===== src/rtl/arb3_mux_pkg.sv =====
// Shared constants, control state encoding and mod-3 pointer helper
// for the three-way round-robin arbiter.
package arb3_mux_pkg;

    localparam int SRC_W = 2;

    localparam logic [SRC_W-1:0] SRC0       = 2'd0;
    localparam logic [SRC_W-1:0] SRC1       = 2'd1;
    localparam logic [SRC_W-1:0] SRC2       = 2'd2;
    localparam logic [SRC_W-1:0] LAST_RESET = 2'd2;

    typedef enum logic {
        EMPTY = 1'b0,
        FULL  = 1'b1
    } slot_state_t;

    // Wraps 2 -> 0; the unused code 3 also folds to 0 so it can never propagate.
    function automatic logic [SRC_W-1:0] inc_mod3(input logic [SRC_W-1:0] v);
        logic [SRC_W-1:0] r;
        case (v)
            SRC0:    r = SRC1;
            SRC1:    r = SRC2;
            default: r = SRC0;
        endcase
        return r;
    endfunction

endpackage


===== src/rtl/arb3_mux_muxb3.sv =====
// Three-input binary-select mux: sb selects d0/d1/d2; the unused code 3 yields zero.
module Muxb3 #(
    parameter int K = 4
) (
    input  logic [K-1:0] d2,
    input  logic [K-1:0] d1,
    input  logic [K-1:0] d0,
    input  logic [1:0]   sb,
    output logic [K-1:0] y
);

    always_comb begin
        y = '0;
        case (sb)
            2'd0:    y = d0;
            2'd1:    y = d1;
            2'd2:    y = d2;
            default: y = '0;
        endcase
    end

endmodule


===== src/rtl/arb3_mux.sv =====
// Round-robin arbiter over three requesters feeding one registered
// valid/ready output slot through the shared Muxb3 data path.
module arb3_mux
    import arb3_mux_pkg::*;
#(
    parameter int K = 4
) (
    input  logic             clk,
    input  logic             reset,
    input  logic [2:0]       req,
    input  logic [K-1:0]     d0,
    input  logic [K-1:0]     d1,
    input  logic [K-1:0]     d2,
    output logic [2:0]       ack,
    output logic             out_valid,
    input  logic             out_ready,
    output logic [K-1:0]     out_data,
    output logic [SRC_W-1:0] out_src
);

    slot_state_t      state, state_next;
    logic [SRC_W-1:0] last;
    logic [SRC_W-1:0] cand1, cand2;
    logic [SRC_W-1:0] win;
    logic [SRC_W-1:0] sb;
    logic             any_req;
    logic             free;
    logic             cap;
    logic [K-1:0]     mux_y;

    assign out_valid = (state == FULL);
    assign any_req   = |req;
    assign free      = !out_valid || out_ready;
    assign cap       = free && any_req && !reset;

    // Search order last+1, last+2, last: the most recent winner is tried last.
    always_comb begin
        cand1 = inc_mod3(last);
        cand2 = inc_mod3(cand1);
        if (req[cand1])
            win = cand1;
        else if (req[cand2])
            win = cand2;
        else
            win = last;
    end

    assign sb = cap ? win : SRC0;

    Muxb3 #(.K(K)) u_mux (
        .d2 (d2),
        .d1 (d1),
        .d0 (d0),
        .sb (sb),
        .y  (mux_y)
    );

    // Control state register
    always_ff @(posedge clk) begin
        if (reset)
            state <= EMPTY;
        else
            state <= state_next;
    end

    // Next-state logic: a full slot only changes when the consumer drains it
    always_comb begin
        state_next = state;
        case (state)
            EMPTY:   state_next = cap ? FULL : EMPTY;
            FULL: begin
                if (out_ready)
                    state_next = any_req ? FULL : EMPTY;
                else
                    state_next = FULL;
            end
            default: state_next = EMPTY;
        endcase
    end

    // Output logic: grant is combinational and one-hot on the captured requester
    always_comb begin
        ack = 3'b000;
        if (cap)
            ack = 3'b001 << sb;
    end

    // Slot data, source tag and round-robin pointer
    always_ff @(posedge clk) begin
        if (reset) begin
            out_data <= '0;
            out_src  <= SRC0;
            last     <= LAST_RESET;
        end else if (cap) begin
            out_data <= mux_y;
            out_src  <= sb;
            last     <= sb;
        end
    end

endmodule

===== config.mk =====
export PLATFORM = sky130hd
export DESIGN_NAME = arb3_mux
export DESIGN_NICKNAME = d
export VERILOG_FILES = /design/src/rtl/arb3_mux_pkg.sv /design/src/rtl/arb3_mux_muxb3.sv /design/src/rtl/arb3_mux.sv
export SDC_FILE = /design/constraint.sdc
export NUM_CORES = 1
export LEC_CHECK = 0
export ABC_AREA = 1
export CAP_MARGIN = 30
export CORE_UTILIZATION = 37
export CTS_CLUSTER_DIAMETER = 200
export CTS_CLUSTER_SIZE = 24
export DETAILED_ROUTE_END_ITERATION = 6
export PLACE_DENSITY_LB_ADDON = 0.3
export SYNTH_ARGS = -nofsm -noshare
export SYNTH_HDL_FRONTEND = slang
export SYNTH_SLANG_ARGS = --single-unit

===== constraint.sdc =====
create_clock -name clk -period 1.5 [get_ports clk]
set_clock_uncertainty 0.1 [all_clocks]
set_input_delay 0.3 -clock clk [delete_from_list [all_inputs] [get_ports clk]]
set_output_delay 0.3 -clock clk [all_outputs]
set_load 0.005 [all_outputs]

==> reports/results.ini <==
[global_route]
grt-ovfl-total = 0
grt_usage_pct = 22.4
antenna_found_initial = 0
grt_pass1_vias = 778
grt_max_degree = 9
grt_pass1_wl_mm = 3.17

[timing]
timing.fmax_mhz = 548
fin_crit_ns = 1.82
relSlewSlack_pct = 85.6
hold_violations = 0
rsz0062_at_grt = yes
tightest_slew_ns = 0.216
setup_viol = 8
drv_slew = 0
setup_slack_ns = -0.324
finalCritPeriodShare_pct = 122
tns_ns = -1.98

[setup_path]
cp.arrival_ns = 1.42
crit_buf_inv = 3
cp_max_fo = 7
worstPathRequired_ns = 1.10
crit_path_start = last[1]$_SDFFE_PP1P_
worstSetupPathType = flip-flop to primary output
r2r_start = last[1]$_SDFFE_PP1P_
worstPathCellList = nor2_4 > nand2_4 > inv_4 > nor2_4 > nand3_2 > nand2_2 > buf_6 > nor2_4 > buf_2
worstSetupStartpointType = flip-flop
slowest_delay_ns = 0.38
cp-end-kind = primary output
crit_slowest_cell = dfxtp_4
critPathTopFamily = simple AND/OR/NAND/NOR gates
cpMostUsedCell = nor2_4

[layout]
multi_input_area_um2 = 537
antenna_cells = 0
final_nets = 158
drive_gt1_share_pct = 52.9
area_growth_pct = 79.2
seq_area_um2 = 169
fill_cells = 121

[cts]
clock_sinks = 8
cts_buffers = 3
cts_tree = done
htree_num_levels = 1
clock_latency_ns = 0.26
holdBufCountCts = 0
clockRootBuffer = clkbuf_4
clk_pin_slew_ns = 0.05
clock_path_buffers = 2

[drt]
routedWlPerCell_um = 13.1
drcViolationCount = 0
drtAntennaViolNets = 0
drtPass1Iterations = 6
vias = 803
totalWireLength_mm = 2.02
viasPerCell = 5.21
drt_iter0_drc = 30

[floorplan]
die_w_um = 44.1
num_rows = 14
core_area_um2 = 1580
ios = 28
dieArea_um2 = 1940
start_util_pct = 41.6
dieHeight_um = 44.1

[synth]
yosysWarnings = 0
yosys.area.top_type = dfxtp_1
synth_top_area_share_pct = 24.4
ys_seq_area_share_pct = 24.4
synth_edf_count = 0
avgSynthCellArea_um2 = 6.83
synthTopCellsByCount = nand2_1, nand3_1, dfxtp_1, inv_1, nor2_1
synth.area.top_cells = dfxtp_1, nand3_1, nand2_1
synth.most_common_cell = nand2_1
synth_seq_cells = 8
synthArstFlopShare_pct = 0
ys_types = 20
synthFlopType = dfxtp_1
synth_nets = 114
synth_cells = 96
syn_area_um2 = 656

[run_status]
status = finished, violations left
violations = negative setup slack

[placed_design]
hpwl_mm = 1.31
gp_congestion = 0.776
preCtsSetupSlack_ns = -0.878
port_buffers = 27

[hold_path]
hold_path.class = flip-flop to flip-flop
min_from = out_src[1]$_SDFFE_PP0P_

[power_and_ir_drop]
cellLeakagePower_nw = 0.590
p_per_area_nw_per_um2 = 760
ir_drop_v = 0.000357

[run]
maxCapViolCount = 0

[metal layers]
metal | track usage, % | wire length, um | up-vias
met1 | 22.5 | 743 | 359
met3 | 3.27 | 116 | 7
met5 | 0 | 0 | -
met2 | 43.2 | 1090 | 38
li1 | - | - | 399
met4 | 12.1 | 64 | 0
[worst paths after layout]
check	slack, ns	cells after the start	endpoint
max	-0.32	9	ack[1]
min	0.37	2	out_src[1]$_SDFFE_PP0P_
max reg2reg	-0.26	10	out_data[1]$_SDFFE_PP0P_
min reg2reg	0.37	2	out_src[1]$_SDFFE_PP0P_
[cells in the final DEF (no fill, tap or decap), drive strengths merged]
cell	synthesis	final
nand2	27	27
buf	4	19
dfxtp	8	8
nand4	1	1
nor2	12	12
inv	9	9
dlymetal6s2s	0	3
clkbuf	0	3
clkdlybuf4s50	0	12
nand3	22	22
a21oi	9	9
clkinv	1	1
o21ai	3	3
dlygate4sd2	0	9
[power breakdown]
part | total [mW] | switching, mW | internal, mW
sequential | 0.267 | 0.0302 | 0.236
combinational | 0.459 | 0.241 | 0.219
clock | 0.167 | 0.0752 | 0.0917
[worst register-to-register path: stages, from the launching register on]
cell and delay [ns]:
dfxtp_4 0.38, o21ai_1 0.21, nand2_2 0.10, a21oi_2 0.16, nand2_2 0.10, buf_4 0.14, buf_4 0.15, nand3_1 0.09
nand3_2 0.08, nand2_2 0.08, a21oi_2 0.05
[area by class of cell]
cell class,count,share of cell area (%)
multi-input cells,74,45.7
repair buffers,43,32.3
flip-flops and latches,8,14.4
inverters,10,4.05
clock buffers,3,1.92
well taps,16,1.70
[state kept, by name, summed over array words and instances, names as in the netlist]
register / cells
out_src: 2
out_valid: 1
out_data: 4
last: 1
[stage by stage]
step | utilization [%] | hold slack, ns | cells | instance area, um^2 | power, mW
after floorplan | - | 0.361 | 96 | 662 | 0.484
after global placement | 64.0 | 0.351 | 148 | 1010 | 0.632
after detailed placement | 64.0 | 0.358 | 148 | 1010 | 0.641
after CTS | 71.7 | 0.367 | 154 | 1130 | 0.860
after global routing | 74.5 | 0.392 | 154 | 1170 | 0.945
final | 74.5 | 0.366 | 154 | 1170 | 0.893
[timing repair]
action	4_1_cts	5_1_grt
resized for setup	52	15
setup buffers	3	0
endpoints found under the setup margin	11	13
pin swaps	24	10
[kinds of logic (layout without fill, tap and decap cells)]
logic type | after synthesis | after routing | synth area share [%]
AND/OR/NAND/NOR | 62 | 62 | 50.2
AO/OA/AOI/OAI | 12 | 12 | 13.2
flip-flops | 8 | 8 | 24.4
buffers and inverters | 14 | 56 | 12.2
No activity file was read; power rests on OpenSTA's default activity.
